File: src/rtl/noc_pkg.sv
// Shared NoC definitions: flit layout and field positions.
package noc_pkg;

  localparam int FLIT_W   = 16;
  localparam int VLD_BIT  = 0;
  localparam int DEST_LSB = 1;
  localparam int SRC_LSB  = 3;
  localparam int SEQ_LSB  = 5;
  localparam int NODE_W   = 2;
  localparam int SEQ_W    = FLIT_W - SEQ_LSB;

  // Flit as seen by router and sink blocks; bit 0 is the valid flag
  typedef struct packed {
    logic [SEQ_W-1:0]  seq;
    logic [NODE_W-1:0] src;
    logic [NODE_W-1:0] dest;
    logic              vld;
  } flit_t;

endpackage

File: src/rtl/noc_fifo_mem.sv
// Flit storage: one synchronous write port, one combinational read port.
module noc_fifo_mem #(
  parameter int DATA_WIDTH = 16,
  parameter int DEPTH      = 32,
  parameter int ADDR_WIDTH = 5
) (
  input  logic                  clk,
  input  logic                  we,
  input  logic [ADDR_WIDTH-1:0] waddr,
  input  logic [DATA_WIDTH-1:0] wdata,
  input  logic [ADDR_WIDTH-1:0] raddr,
  output logic [DATA_WIDTH-1:0] rdata
);

  logic [DATA_WIDTH-1:0] mem_q [DEPTH];

  // Storage array has no reset; validity is tracked by the pointer logic
  always_ff @(posedge clk) begin
    if (we) mem_q[waddr] <= wdata;
  end

  // Read is combinational so the head flit falls through immediately
  always_comb begin
    rdata = mem_q[raddr];
  end

endmodule

File: src/rtl/noc_ingress_buffer.sv
// Per-port ingress FIFO between a node writer and the router crossbar.
// DEPTH must equal 2**ADDR_WIDTH so pointers wrap naturally.
module noc_ingress_buffer #(
  parameter int DATA_WIDTH = noc_pkg::FLIT_W,
  parameter int DEPTH      = 32,
  parameter int ADDR_WIDTH = 5
) (
  input  logic                  clk,
  input  logic                  reset,
  input  logic                  write,
  input  logic [DATA_WIDTH-1:0] dataIn,
  output logic                  full,
  output logic                  almost_full,
  output logic                  out_valid,
  input  logic                  out_ready,
  output logic [DATA_WIDTH-1:0] out_data,
  output logic [1:0]            out_dest,
  output logic [ADDR_WIDTH:0]   occupancy,
  output logic                  drop_invalid,
  output logic                  overflow
);
  import noc_pkg::*;

  localparam logic [ADDR_WIDTH:0] DEPTH_C = (ADDR_WIDTH+1)'(DEPTH);

  logic [ADDR_WIDTH-1:0] wr_ptr_q, wr_ptr_d;
  logic [ADDR_WIDTH-1:0] rd_ptr_q, rd_ptr_d;
  logic [ADDR_WIDTH:0]   count_q, count_d;
  logic                  drop_invalid_q, drop_invalid_d;
  logic                  overflow_q, overflow_d;
  logic                  push_ok, pop_ok;

  // Status flags come from registered state only
  always_comb begin
    full         = (count_q == DEPTH_C);
    almost_full  = (count_q >= DEPTH_C - (ADDR_WIDTH+1)'(1));
    out_valid    = (count_q != '0);
    occupancy    = count_q;
    out_dest     = out_data[DEST_LSB +: NODE_W];
    drop_invalid = drop_invalid_q;
    overflow     = overflow_q;
  end

  // Next-state: invalid flits are dropped before the full check; a pop
  // in the same cycle never frees room for a push into a full buffer
  always_comb begin
    push_ok        = write && dataIn[VLD_BIT] && !full;
    pop_ok         = out_valid && out_ready;
    wr_ptr_d       = wr_ptr_q;
    rd_ptr_d       = rd_ptr_q;
    count_d        = count_q;
    drop_invalid_d = write && !dataIn[VLD_BIT];
    overflow_d     = overflow_q | (write && dataIn[VLD_BIT] && full);
    if (push_ok) wr_ptr_d = wr_ptr_q + ADDR_WIDTH'(1);
    if (pop_ok)  rd_ptr_d = rd_ptr_q + ADDR_WIDTH'(1);
    case ({push_ok, pop_ok})
      2'b10:   count_d = count_q + (ADDR_WIDTH+1)'(1);
      2'b01:   count_d = count_q - (ADDR_WIDTH+1)'(1);
      default: count_d = count_q;
    endcase
  end

  // State registers with synchronous reset
  always_ff @(posedge clk) begin
    if (reset) begin
      wr_ptr_q       <= '0;
      rd_ptr_q       <= '0;
      count_q        <= '0;
      drop_invalid_q <= 1'b0;
      overflow_q     <= 1'b0;
    end else begin
      wr_ptr_q       <= wr_ptr_d;
      rd_ptr_q       <= rd_ptr_d;
      count_q        <= count_d;
      drop_invalid_q <= drop_invalid_d;
      overflow_q     <= overflow_d;
    end
  end

  noc_fifo_mem #(
    .DATA_WIDTH(DATA_WIDTH),
    .DEPTH     (DEPTH),
    .ADDR_WIDTH(ADDR_WIDTH)
  ) u_mem (
    .clk  (clk),
    .we   (push_ok),
    .waddr(wr_ptr_q),
    .wdata(dataIn),
    .raddr(rd_ptr_q),
    .rdata(out_data)
  );

endmodule

File: config.mk
export PLATFORM = sky130hd
export DESIGN_NAME = noc_ingress_buffer
export DESIGN_NICKNAME = d
export VERILOG_FILES = /design/src/rtl/noc_pkg.sv /design/src/rtl/noc_fifo_mem.sv /design/src/rtl/noc_ingress_buffer.sv
export SDC_FILE = /design/constraint.sdc
export NUM_CORES = 1
export LEC_CHECK = 0
export BUFFER_PORTS_ARGS = -buffer_cell sky130_fd_sc_hd__buf_2
export CORE_ASPECT_RATIO = 1.75
export CORE_UTILIZATION = 50
export DETAILED_ROUTE_END_ITERATION = 10
export PLACE_DENSITY_LB_ADDON = 0.05
export RECOVER_POWER = 25
export SLEW_MARGIN = 20
export SYNTH_ARGS = -nofsm -noshare
export SYNTH_HDL_FRONTEND = slang
export SYNTH_SLANG_ARGS = --single-unit
File: constraint.sdc
create_clock -name clk -period 6.16 [get_ports clk]
set_input_delay 0.616 -clock clk [delete_from_list [all_inputs] [get_ports clk]]
set_output_delay 0.616 -clock clk [all_outputs]
set_load 0.01 [all_outputs]
[Yosys cells after proc, flatten, opt, wreduce, memory -nomap -nowiden]
Memory sizes are Yosys's and may differ from the RTL's. A register that Yosys moved wholly into a read port is not among the register bits.
Cells that the tools add are included.
Storage, ports and cells
  bits in registers: 18
  memory bits (writable): 512
  bits of input ports: 20
  output and inout bits: 29
  logic and storage cells: 29
  memories kept: 1
Operators by class
  $add $sub $neg: 4
  order comparisons: 1
  equality and inequality tests: 3
  muxes and demuxes: 5
  bitwise logic cells: 1
  reductions and logical operators: 9
Memory list
  u_mem.mem_q: words 32, bits a word 16, rd ports 1, clocked after memory_dff 1, write ports 1, RTL line noc_fifo_mem.sv:15  | logic [DATA_WIDTH-1:0] mem_q [DEPTH];
Operator list (count)
  6-bit case mux with 2 select lines: 1
  5-bit by 1-bit adder with 5-bit output (second input constant): 2
  5-bit two-way mux: 2
  6-bit by 1-bit adder with 6-bit output (second input constant): 1
  6-bit == test (second input constant): 1
  6-bit by 5-bit >= comparator with 1-bit output (second input constant): 1
  6-bit nonzero test: 1
  6-bit by 1-bit subtractor with 6-bit output (second input constant): 1
  1-bit logical AND: 5
  2-bit by 1-bit == test with 1-bit output (second input constant): 1
  2-bit == test (second input constant): 1
  1-bit logical NOT: 2
  1-bit two-way mux: 2
  2-bit nonzero test: 1
  1-bit bitwise OR: 1

[Logic depth before layout (Yosys ltp)]
  depth in word-level cells: 5
  depth in mapped cells: 13
  mapped depth without buffers: 10

[Cells and area by module]
A second synthesis with hierarchy kept.
Second synthesis, totals
  cell total of the unflattened synthesis: 1237
  area total of the unflattened synthesis: 21226.6 µm²
Modules (own cells, without submodules)
  noc_fifo_mem: times used 1, cells each 1127, area an instance 20215.6 µm²
  noc_ingress_buffer: times used 1, cells each 110, area an instance 1011.0 µm²

[Least setup slack after synthesis]
No wires, ideal clock.
  path kind: register -> register
  start point: register count_q[3], in the netlist occupancy[3]
  end point: register count_q[4], in the netlist occupancy[4]
  arrival: 2905 ps
  required time: 6039 ps
  slack: 3134 ps
  cell stages (with the launch flop): 14
  path buffers: 3
  clock period less this slack: 3026 ps
  cells stage by stage: dfxtp_1 -> buf_6 -> or3_1 -> buf_6 -> o31a_4 -> inv_2 -> ha_1 -> clkbuf_1 -> xor2_1 -> ha_1 -> a21oi_1 -> a32oi_1 -> a31oi_1 -> mux2_2
On the way
  cells in the longest elaborated chain, start to end: 5
  elaborated cells between the ends (all ways): 11
  those cells by class: add/sub: 2; eq/ne: 3; mux: 1; reduce/logical: 5
Ends and longest elaborated chain
  from (decl): RTL line noc_ingress_buffer.sv:28  | logic [ADDR_WIDTH:0] count_q, count_d;
  from (signal assigned): RTL line noc_ingress_buffer.sv:74  | count_q <= count_d;
  branches (longest 5 deep; another with 6-bit by 1-bit subtractor with 6-bit output)
Several ways; the timed one is not identified.
A chain may end at the register's enable or synchronous reset.

==> impl_metrics.csv <==
group,metric,value,unit
global_route,track_usage,0.232,
synthesis,synth_top_family_by_area,"multiplexers",
synthesis,yosysWarnings,0,
timing,max_freq,0.245,GHz
clock_tree,clock_latency,0.56,ns
timing,rsz0062_at_grt,"no",
synthesis,synth-xor-area-share,0.00379,
pwr,switching_power,0.00198,W
final_layout,drive_gt1_frac,0.204,
clock_tree,path_clk_slew,0.07,ns
clock_tree,cts_tree,"yes",
pwr,irDropWorstVdd,0.000272,V
pwr,pwr-share-seq,0.503,
worst_hold_path,holdCritPathClass,"in -> reg",
worst_setup_path,path_cells,"buf_4 > mux4_2 > a22oi_1 > nand4_1 > buf_2",
synthesis,async_flop_share,0,
placed_design,dpl.hpwl,29000,µm
clock_tree,root_buffer,"clkbuf_16",
synthesis,synthDistinctLibCells,46,
synthesis,seq_area_frac_synth,0.761,
job,maxCapViolations,0,
pwr,power_frac_comb,0.137,
timing,finalHoldViolCount,0,
clock_tree,cts.sinks,535,
final_layout,fin_nets,1184,
worst_setup_path,crit_type,"reg -> out",
placed_design,gp_congestion,0.752,
placed_design,portBuffers,48,
route,vias_per_cell,5.91,
final_layout,fillerInstances,3169,
final_layout,utilization,0.569,
floorplan,core,41000,µm²
worst_setup_path,crit_required,5.54,ns
pwr,p_per_area,351,nW/µm²
final_layout,final_common_cell,"edfxtp_1",
synthesis,synthFlopType,"edfxtp_1",
worst_setup_path,start_kind,"register",
route,finalWirelength,47600,µm
clock_tree,postCtsResizedCells,0,
timing,fin_worst_skew,0.0146,ns
synthesis,synth_edf_count,512,
placed_design,dpl_cell_area,21800,µm²
final_layout,final_cell_mix,"512 x edfxtp_1, 131 x mux2i_1, 97 x a22oi_1, 64 x mux4_2, 49 x clkbuf_16",
floorplan,die_y,272,µm
timing,min_period,4.08,ns
worst_setup_path,cp_slowest_stage_delay,0.77,ns
floorplan,io_pins,49,
run_status,outcome,"finished clean",
worst_setup_path,cpLargestDelayFamily,"buffers and inverters",
pwr,p_int,0.00621,W
synthesis,avgSynthCellArea,19.0,µm²
synthesis,netlist.area_leader.share,0.739,
pwr,power.leakage,7.06,nW
route,drt-initial-drc-count,691,
clock_tree,cts_inserted_buffers,47,
worst_setup_path,worst-path-max-fanout,44,
route,route.detailed.drc,0,
clock_tree,h-tree-depth,2,
worst_setup_path,cp_num_buf_inv,2,
synthesis,synth_compound_area_frac,0.0439,
synthesis,syn_inst,1094,
synthesis,synth_top_area_cell,"edfxtp_1",
synthesis,ys_ff_latch,535,
floorplan,die_area,42500,µm²
route,met2_wirelength,25600,µm
route,wl_met1,18900,µm
timing,slew-limit-headroom,0.0770,
timing,worst_slew_pin_slew,1.38,ns
route,post_drt_wl_per_cell,27.3,µm
global_route,grt_pass1_vias,10600,
route,drt_first_pass_iters,5,
global_route,grt_pass1_wl,70100,µm
clock_tree,cts_hold_buf,0,
pwr,pwr-share-clk,0.360,
timing,hold_ws,0.329,ns
worst_setup_path,worst_path_max_delay_cell,"buf_4",
clock_tree,cts_setup_buffers,0,
timing,setup_tns,0,ns
global_route,antenna_found_initial,5,
clock_tree,cts.path.max_buffers,3,
synthesis,yosys.area_share.adder,0.00481,
synthesis,yosys.area_share.simple,0.0359,
synthesis,synth_area,20800,µm²
route,highest_layer,"met4",
floorplan,die_w,156,µm
synthesis,synthMuxAreaShare,0.134,
pwr,power,0.00819,W
timing,drv_slew,0,
route,vias,10300,
final_layout,stdcell_area,23300,µm²
timing,setup_viol,0,
synthesis,syn-num-nets,1122,
route,final_antenna_net_count,0,
global_route,overflow,0,
worst_setup_path,critPathArrivalTime,3.46,ns
synthesis,synth_area_leaders,"edfxtp_1 74%, mux4_2 6.9%, mux2i_1 6.3%",
worst_setup_path,endpoint_kind,"output port",
floorplan,num_rows,98,
global_route,grt_max_degree,89,
final_layout,seq_area,15800,µm²
final_layout,area_delta_synth_final,12.0,%
pwr,sw_frac_of_total,0.242,
route,met3_length,1960,µm
floorplan,initial_core_util,0.508,
timing,finalCritPeriodShare,0.662,
final_layout,multiInputGateArea,4730,µm²
-- cell usage after synthesis, types with 6 or more instances --
| library cell | number |
|---|---|
| nand4_1 | 17 |
| nand3_1 | 38 |
| mux2i_1 | 131 |
| xor2_1 | 6 |
| a22oi_1 | 97 |
| nor2_1 | 54 |
| edfxtp_1 | 512 |
| inv_1 | 6 |
| buf_2 | 30 |
| or3_1 | 6 |
| nand2_1 | 8 |
| dfxtp_1 | 23 |
| clkbuf_1 | 28 |
| mux4_2 | 64 |
| ha_1 | 8 |
| buf_4 | 6 |
| a21oi_1 | 6 |
-- state kept, by name (all words and copies together) (netlist names), named ones only --
register,flops
wr_ptr_q,5
occupancy,6
rd_ptr_q,5
overflow,1
drop_invalid,1
u_mem.mem_q,512
-- through the flow --
| step | cells | setup WS [ns] |
|---|---|---|
| after detailed placement | 1657 | 2.57 |
| after floorplan | 1094 | 3.13 |
| final | 1745 | 2.08 |
| after CTS | 1744 | 1.97 |
| after global placement | 1657 | 2.57 |
| after global routing | 1744 | 1.76 |
-- cell type report --
class | instances | share of cell area
timing repair buffer | 81 | 0.0209
inverter | 7 | 0.00113
sequential | 535 | 0.680
multi-input combinational | 484 | 0.203
clock buffer | 68 | 0.0565
antenna | 1 | 0.000107
tap | 550 | 0.0295
clock inverter | 19 | 0.00907
-- power by group through the flow --
| stage | Clock [W] | Combinational, W | Sequential (W) |
|---|---|---|---|
| after floorplan | 0 | 0.000885 | 0.00413 |
| after CTS | 0.00300 | 0.00114 | 0.00412 |
| final | 0.00295 | 0.00112 | 0.00412 |
| after global placement | 0 | 0.00113 | 0.00420 |
| after global routing | 0.00313 | 0.00121 | 0.00413 |
| after detailed placement | 0 | 0.00114 | 0.00420 |
-- per-layer routing --
metal | vias to the layer above | global-route usage
met4 | 0 | 0.0580
met3 | 74 | 0.0320
met5 | - | 0
met1 | 5406 | 0.293
met2 | 262 | 0.417
li1 | 4569 | -
-- path summary, 6_finish.rpt --
path	startpoint	endpoint	slack (ns)	cells after the start
max	register	out_data[11]	2.08	5
min	write	drop_invalid	0.33	2
max reg2reg	occupancy[2]	occupancy[4]	2.85	10
min reg2reg	overflow	overflow	0.47	2
-- cell families (layout without fill, tap and decap cells) --
| kind of cell | after synthesis | count (layout) |
|---|---|---|
| compound gates | 120 | 120 |
| xor+xnor | 9 | 9 |
| fa+ha+maj | 8 | 8 |
| buf+inv | 75 | 175 |
| flops | 535 | 535 |
| mux | 198 | 198 |
| other cells | 0 | 1 |
| simple gates | 149 | 149 |
Power figures use the tool's default switching activity.
